**config.mk**
```make
export PLATFORM = sky130hd
export DESIGN_NAME = led_pattern_sequencer
export DESIGN_NICKNAME = d
export VERILOG_FILES = /design/src/rtl/led_seq_pkg.sv /design/src/rtl/sw_debouncer.sv /design/src/rtl/led_pattern_sequencer.sv
export SDC_FILE = /design/constraint.sdc
export NUM_CORES = 1
export LEC_CHECK = 0
export BUFFER_PORTS_ARGS = -buffer_cell sky130_fd_sc_hd__buf_2
export CAP_MARGIN = 20
export CORE_MARGIN = 5
export CORE_UTILIZATION = 44
export CTS_CLUSTER_SIZE = 8
export DETAILED_ROUTE_END_ITERATION = 6
export GPL_TIMING_DRIVEN = 0
export PLACE_DENSITY_LB_ADDON = 0.08
export SLEW_MARGIN = 0
export SYNTH_ARGS = -nofsm -noshare
export SYNTH_HDL_FRONTEND = slang
export SYNTH_SLANG_ARGS = --single-unit
```
**constraint.sdc**
```tcl
create_clock -name clk -period 6 [get_ports clk]
set_clock_uncertainty 0.2 [all_clocks]
set_input_delay 0.6 -clock clk [delete_from_list [all_inputs] [get_ports clk]]
set_output_delay 0.6 -clock clk [all_outputs]
set_load 0.01 [all_outputs]
```
**src/rtl/led_seq_pkg.sv**
```systemverilog
// Shared types and constants for the LED pattern sequencer.
// Holds the switch-mode decode, the FSM state encoding and the step-length helper.
package led_seq_pkg;

  localparam int unsigned LED_W = 4;
  localparam logic [LED_W-1:0] LED_INIT = 4'b0001;
  localparam logic [LED_W-1:0] LED_ALL  = 4'b1111;

  typedef enum logic [1:0] {
    ModeStatic = 2'b00,
    ModeShift  = 2'b01,
    ModeBounce = 2'b10,
    ModeBlink  = 2'b11
  } mode_e;

  typedef enum logic [2:0] {
    StStatic,
    StShift,
    StBounceUp,
    StBounceDown,
    StBlink
  } state_e;

  // Last tick index of a step: a step spans 2^(3-speed) ticks.
  function automatic logic [2:0] step_limit(input logic [1:0] speed);
    logic [3:0] ticks;
    ticks = 4'd8 >> speed;
    return 3'(ticks - 4'd1);
  endfunction

endpackage

```
**src/rtl/sw_debouncer.sv**
```systemverilog
// Two-flop synchroniser followed by a per-bit debounce counter.
// A bit's stable value only follows the synced input after a sustained mismatch.
module sw_debouncer #(
  parameter int unsigned WIDTH           = 4,
  parameter int unsigned DEBOUNCE_CYCLES = 1_000_000
) (
  input  logic             clk,
  input  logic             rst,
  input  logic [WIDTH-1:0] raw,
  output logic [WIDTH-1:0] stable
);

  localparam int unsigned CntW = (DEBOUNCE_CYCLES > 1) ? $clog2(DEBOUNCE_CYCLES) : 1;
  localparam logic [CntW-1:0] CntMax = CntW'(DEBOUNCE_CYCLES - 1);

  logic [WIDTH-1:0]           sync1_q, sync2_q;
  logic [WIDTH-1:0]           stable_q, stable_d;
  logic [WIDTH-1:0][CntW-1:0] cnt_q, cnt_d;

  always_comb begin
    stable_d = stable_q;
    cnt_d    = '0;
    for (int i = 0; i < WIDTH; i++) begin
      if (sync2_q[i] != stable_q[i]) begin
        if (cnt_q[i] == CntMax) begin
          stable_d[i] = sync2_q[i];
        end else begin
          cnt_d[i] = cnt_q[i] + CntW'(1);
        end
      end
    end
  end

  always_ff @(posedge clk) begin
    if (rst) begin
      sync1_q  <= '0;
      sync2_q  <= '0;
      stable_q <= '0;
      cnt_q    <= '0;
    end else begin
      sync1_q  <= raw;
      sync2_q  <= sync1_q;
      stable_q <= stable_d;
      cnt_q    <= cnt_d;
    end
  end

  assign stable = stable_q;

endmodule

```
**src/rtl/led_pattern_sequencer.sv**
```systemverilog
// Steps a 4-LED pattern chosen by the debounced switches (sw[1:0] mode, sw[3:2] speed).
// Holds the tick prescaler, the per-speed step counter and the pattern FSM.
module led_pattern_sequencer
  import led_seq_pkg::*;
#(
  parameter int unsigned TICK_DIV        = 10_000_000,
  parameter int unsigned DEBOUNCE_CYCLES = 1_000_000
) (
  input  logic             clk,
  input  logic             rst,
  input  logic [LED_W-1:0] sw,
  output logic [LED_W-1:0] led,
  output logic             step_pulse
);

  localparam int unsigned PrescW = $clog2(TICK_DIV);
  localparam logic [PrescW-1:0] PrescMax = PrescW'(TICK_DIV - 1);

  logic [LED_W-1:0]  stable;
  mode_e             mode, mode_q;
  logic [1:0]        speed, speed_q;
  logic              mode_chg, speed_chg;
  logic [PrescW-1:0] presc_q, presc_d;
  logic [2:0]        step_cnt_q, step_cnt_d;
  logic              tick, step;
  state_e            state_q, state_d;
  logic [LED_W-1:0]  led_q, led_d, led_nxt;
  logic              pulse_q, pulse_d;

  sw_debouncer #(
    .WIDTH           (LED_W),
    .DEBOUNCE_CYCLES (DEBOUNCE_CYCLES)
  ) u_sw_debouncer (
    .clk    (clk),
    .rst    (rst),
    .raw    (sw),
    .stable (stable)
  );

  assign mode      = mode_e'(stable[1:0]);
  assign speed     = stable[3:2];
  assign mode_chg  = (mode != mode_q);
  assign speed_chg = (speed != speed_q);

  // Any setting change restarts timing, so a step never lands on a change cycle.
  assign tick = (presc_q == PrescMax);
  assign step = tick && (step_cnt_q == step_limit(speed)) && !mode_chg && !speed_chg;

  always_comb begin
    presc_d    = presc_q;
    step_cnt_d = step_cnt_q;
    if (mode_chg || speed_chg) begin
      presc_d    = '0;
      step_cnt_d = '0;
    end else begin
      presc_d = tick ? '0 : presc_q + PrescW'(1);
      if (step) begin
        step_cnt_d = '0;
      end else if (tick) begin
        step_cnt_d = step_cnt_q + 3'd1;
      end
    end
  end

  always_comb begin
    state_d = state_q;
    led_d   = led_q;
    pulse_d = 1'b0;
    led_nxt = led_q;
    if (mode_chg) begin
      unique case (mode)
        ModeStatic: begin
          state_d = StStatic;
          led_d   = stable;
        end
        ModeShift: begin
          state_d = StShift;
          led_d   = LED_INIT;
        end
        ModeBounce: begin
          state_d = StBounceUp;
          led_d   = LED_INIT;
        end
        ModeBlink: begin
          state_d = StBlink;
          led_d   = LED_ALL;
        end
      endcase
    end else begin
      unique case (state_q)
        StStatic: led_d = stable;
        StShift: begin
          led_nxt = {led_q[LED_W-2:0], led_q[LED_W-1]};
        end
        StBounceUp: begin
          led_nxt = led_q << 1;
          // Reverse on reaching the top so the end value is shown only once.
          if (step && led_nxt == 4'b1000) state_d = StBounceDown;
        end
        StBounceDown: begin
          led_nxt = led_q >> 1;
          if (step && led_nxt == LED_INIT) state_d = StBounceUp;
        end
        StBlink: begin
          led_nxt = (led_q == LED_ALL) ? '0 : LED_ALL;
        end
        default: state_d = StStatic;
      endcase
      if (step && state_q != StStatic) begin
        led_d   = led_nxt;
        pulse_d = 1'b1;
      end
    end
  end

  always_ff @(posedge clk) begin
    if (rst) begin
      mode_q     <= ModeStatic;
      speed_q    <= '0;
      presc_q    <= '0;
      step_cnt_q <= '0;
      state_q    <= StStatic;
      led_q      <= '0;
      pulse_q    <= 1'b0;
    end else begin
      mode_q     <= mode;
      speed_q    <= speed;
      presc_q    <= presc_d;
      step_cnt_q <= step_cnt_d;
      state_q    <= state_d;
      led_q      <= led_d;
      pulse_q    <= pulse_d;
    end
  end

  assign led        = led_q;
  assign step_pulse = pulse_q;

endmodule

```
-- Word-level counts from Yosys, hierarchy flattened
Cells that the tools add are included.
- logic and storage cells: 95
- input port bits: 6
- output and inout bits: 5
- register bits after elaboration: 131
- add/sub/neg operators: 7
- bitwise logic cells: 4
- shift operators: 1
- mux-type cells: 12
- equality and inequality tests: 26
- reductions and logical operators: 28
- operator list (kind ; number):
    $add 20x1->20 const B ; 4
    $eq 20x20->1 const B ; 4
    $add 24x1->24 const B ; 1
    $eq 24x24->1 const B ; 1
    $reduce_or 3->1 ; 7
    $mux 4 ; 4
    $pmux 4 s4 ; 1
    $pmux 3 s4 ; 1
    $pmux 4 s3 ; 1
    $reduce_and 2->1 ; 5
    $mux 3 ; 3
    $pmux 3 s3 ; 1
    $eq 3x1->1 const B ; 2
    $eq 3x2->1 const B ; 2
    $eq 3x3->1 const B ; 2
    $logic_and 1x1->1 ; 6
    $ne 3x3->1 const B ; 2
    $ne 6x2->1 const B ; 1
    $reduce_bool 3->1 ; 2
    $eq 2x2->1 const B ; 2
    $eq 4x4->1 const B ; 1
    $ne 1x1->1 ; 4
    $ne 2x2->1 ; 2
    $not 1->1 ; 4
    other kinds (13) ; 15

-- Depth between registers and ports, before layout
- depth after elaboration: 10
- gate-level depth with buffers: 8

-- Hierarchy
A second synthesis with hierarchy kept.
- cells, all modules: 711
- area, all modules: 6042.0 sq um
- modules (own cells, without submodules) (module ; times used ; sequential area each (sq um) ; area an instance (sq um) ; cells each):
    sw_debouncer ; 1 ; 1841.8 ; 4047.6 ; 467
    led_pattern_sequencer ; 1 ; 780.7 ; 1994.4 ; 244

-- Worst setup path after synthesis
Ideal clock, no wire load.
- path kind: reg2reg
- start: register presc_q[0]
- end: register led_q[3] (netlist: led[3])
- cell stages (with the launch flop): 8
- slack: 3.409 ns
- path buffers: 0
- data required time: 5.712 ns
- data arrival time: 2.302 ns
- cells stage by stage: dfxtp_1 ha_1 nand2_1 or4_4 a2111oi_4 o31ai_2 a221o_1 a311oi_2
- longest elaborated chain between the ends: 7
- elaborated cells between the ends (all ways): 10
- classes of those cells: 2 x eq/ne; 2 x mux; 6 x reduce/logical
- ends and longest elaborated chain (item ; line ; text):
    from (decl) ; led_pattern_sequencer.sv:23 ; logic [PrescW-1:0] presc_q, presc_d;
    from (signal assigned) ; led_pattern_sequencer.sv:128 ; presc_q <= presc_d;
    $eq 24x24->1 (*) ; led_pattern_sequencer.sv:46 ; assign tick = (presc_q == PrescMax);
    $logic_and 1x1->1 (*) (3 in series) ; led_pattern_sequencer.sv:47 ; assign step = tick && (step_cnt_q == step_limit(speed)) && !mode_chg && !speed_chg;
    $logic_and 1x1->1 (*) ; led_pattern_sequencer.sv:109 ; if (step && state_q != StStatic) begin
    $ne 6x2->1 (no source line), or another cell as far along ; -- ;
    $reduce_and 2->1 (no source line) or $mux 4 (tied branches) ; -- ;
    to (signal assigned) ; led_pattern_sequencer.sv:131 ; led_q <= led_d;
    to (decl) ; led_pattern_sequencer.sv:27 ; logic [LED_W-1:0] led_q, led_d, led_nxt;
Mark *: on every way between the ends. The rest lies on a longest branch, timed or not.
A chain may end at the register's enable or synchronous reset.

-- Final worst setup path
Same ends and word-level chain as after synthesis.

==> qor.txt <==
run status: finished, final reports clean
Layout area overhead: 15.0%
H-tree depth: 4
DRC marker count from the first detailed-route iteration: 232
Slew HR: 0.608
synth warn: 0
sequential fraction of the synthesis area: 0.453
Synth area leaders: dfxtp_1, nor2_1, xor2_1
total net switching power: 386 uW
clk root buf: clkbuf_16
Fmax: 342 MHz
endpoint class of the critical path: flip-flop
initial core utilization: 0.443
gr ovfl total: 0
MaxCap Viol Count: 0
number of cells on the worst hold path: 2
Unique masters post-synth: 51
CTS Hold Bufs: 0
Mapped Avg Cell Area: 8.62 um2
post-synthesis register bit count: 131
power share of the clock group: 0.538
CTS sink cnt: 131
global-route wire length before repair: 19100 um
Sequential Power Share: 0.451
sw frac: 0.198
Primary FF master, synth: dfxtp_1
Pint: 1.56 mW
fin nets: 712
syn_nets: 684
Post-Syn Instances: 672
WP data required: 6120 ps
Post-synth EDFFs: 0
worst reg2reg setup slack: 3070 ps
Reg2Reg Depth: 7
CTS Buffer Depth: 2
CP startpoint kind: flip-flop
routability cong.: 0.785
Total Wirelength: 10800 um
initial antenna violation count: 0
Pwr Density: 293 nW/um2
CP startpoint: presc_q[0]
post-cts sizing count: 0
final hold viol count: 0
core area: 13100 um2
Detail Placement HPWL: 7540 um
Tcrit/Tclk final: 0.488
die boundary width: 125 um
layout cells sized above 1: 0.0674
Gate power share: 0.011
VDD IR-drop max: 176 uV
number of global-route vias before repair: 4239
max-slew violations: 0
vias per cell: 4.98
Worst Path Max Fanout: 8
Pleak: 2.14 nW
Final Util: 0.509
Die ar.: 15600 um2
post-route setup slack: 3070 ps
worst flop-to-flop path startpoint: presc_q[0]
die height: 125 um
first-pass detailed-route iteration total: 6
largest area contributor in the netlist: dfxtp_1
pre-CTS WS: 3120 ps
RSZ-0062 raised after global routing: false
Critical R2R Capture: led[3]
Mapped Area: 5790 um2
kind of critical path: reg2reg
Hold WS: 215 ps
ANT nets after route: 0
port bufs: 9
crit path to: led[3]
Worst-path clk slew: 60 ps
final setup fails: 0
WL/cell: 12.1 um
Remaining DRCs: 0
Vias: 4426
Ports: 11
std cell rows: 42
Clock Latency Late Sink: 410 ps
pin count of the biggest net entering global routing: 17
CTS Buf Count: 17
CTS tree: yes
antenna cells: 0
Setup Fix Bufs, Post-CTS: 0
Final TNS setup: 0 ps
min cycle time layout: 2930 ps
Async SR Flop Fraction: 0
worst slew pin tran: 587 ps
worst hold path type: in2reg
Global Route Usage Sum: 0.145
Synth top area share: 0.453
WP data arrival: 3050 ps
state kept, by name (all words and copies together), names as in the netlist:
register,flops
led,4
mode_q,2
presc_q,24
speed_q,2
state_q,3
step_cnt_q,3
step_pulse,1
u_sw_debouncer.cnt_q,80
u_sw_debouncer.stable,4
u_sw_debouncer.sync1_q,4
u_sw_debouncer.sync2_q,4
worst min-delay path by stage:
stage,startpoint,endpoint,slack (ps)
global route,sw[0],u_sw_debouncer.sync1_q[0],210
global placement,u_sw_debouncer.sync1_q[2],u_sw_debouncer.sync2_q[2],220
floorplan,u_sw_debouncer.sync1_q[0],u_sw_debouncer.sync2_q[0],210
finish,sw[2],u_sw_debouncer.sync1_q[2],210
detailed placement,u_sw_debouncer.sync1_q[0],u_sw_debouncer.sync2_q[0],230
CTS,sw[2],u_sw_debouncer.sync1_q[2],200
Yosys cell counts (3+ instances only):
master,instances
nor2_1,140
dfxtp_1,131
xor2_1,54
nand2_1,52
xnor2_1,47
nand3_1,42
clkbuf_1,23
nand4_1,18
inv_1,16
nor2b_1,16
nor3_1,14
a21oi_1,12
and3_1,12
nor4_1,9
nand2b_1,8
ha_1,6
nor4b_1,6
or3_1,6
and2_1,5
and4_1,5
mux2i_1,4
nor3b_1,4
o21ai_0,4
a31oi_1,3
or2_2,3
or4_1,3
per-stage QoR:
| step | instance area (um2) | total power, mW | cells |
|---|---|---|---|
| after floorplan | 5790 | 0.912 | 672 |
| after global placement | 6060 | 0.919 | 857 |
| after detailed placement | 6060 | 0.920 | 857 |
| after CTS | 6660 | 1.98 | 888 |
| after global routing | 6660 | 2.02 | 888 |
| final | 6660 | 1.95 | 888 |
cell families after synthesis:
group | share of synthesized area
buffers and inverters | 0.0272
XOR/XNOR | 0.153
multiplexers | 0.00885
adder cells (fa/ha/maj) | 0.0147
AND/OR/NAND/NOR | 0.298
AO/OA/AOI/OAI | 0.0462
flip-flops | 0.453
worst max-delay path: stages (launching register included):
cell and delay (ps):
dfxtp_1 380, ha_1 240, nand2_1 110, or4_4 560
a2111oi_4 480, o31ai_2 220, a221o_1 400, a311oi_2 250
final cells by class:
class | count | area, um2
Multi-Input combinational cell | 501 | 3010
Inverter | 16 | 60.1
Clock inverter | 9 | 129
Sequential cell | 131 | 2620
Clock buffer | 22 | 474
Timing Repair Buffer | 9 | 45.0
Tap cell | 176 | 220
Fill cell | 1240 | 6420
Buffer | 24 | 97.6
cells in the final DEF, fill, tap and decap left out, types with 3 or more instances in the layout:
master     netlist  layout
nor2_1         140     140
dfxtp_1        131     131
xor2_1          54      54
nand2_1         52      52
xnor2_1         47      47
nand3_1         42      42
clkbuf_1        23      25
nand4_1         18      18
clkbuf_16        0      17
inv_1           16      16
nor2b_1         16      16
nor3_1          14      14
and3_1          12      12
a21oi_1         12      12
nor4_1           9       9
buf_2            0       9
nand2b_1         8       8
nor4b_1          6       6
or3_1            6       6
ha_1             6       6
and2_1           5       5
and4_1           5       5
o21ai_0          4       4
mux2i_1          4       4
nor3b_1          4       4
or2_2            3       3
or4_1            3       3
a31oi_1          3       3
clkinv_2         0       3
bufinv_16        0       3
clkbuf_8         0       3
metal layers:
layer	vias up	routed length [um]	track usage	share of wire
met4	0	144	0.0561	0.013
met1	2063	5310	0.183	0.49
met5	-	0	0	0
met2	42	4970	0.234	0.46
met3	10	351	0.0442	0.033
li1	2311	-	-	-
power groups by stage:
stage               sequential, mW  clock [mW]  combinational (mW)
finish                       0.879        1.05              0.0216
global route                 0.879        1.12              0.0249
CTS                          0.879        1.08              0.0225
detailed placement           0.898           0              0.0224
global placement             0.897           0              0.0220
floorplan                    0.897           0              0.0152
(Power assumes the default switching activity.)
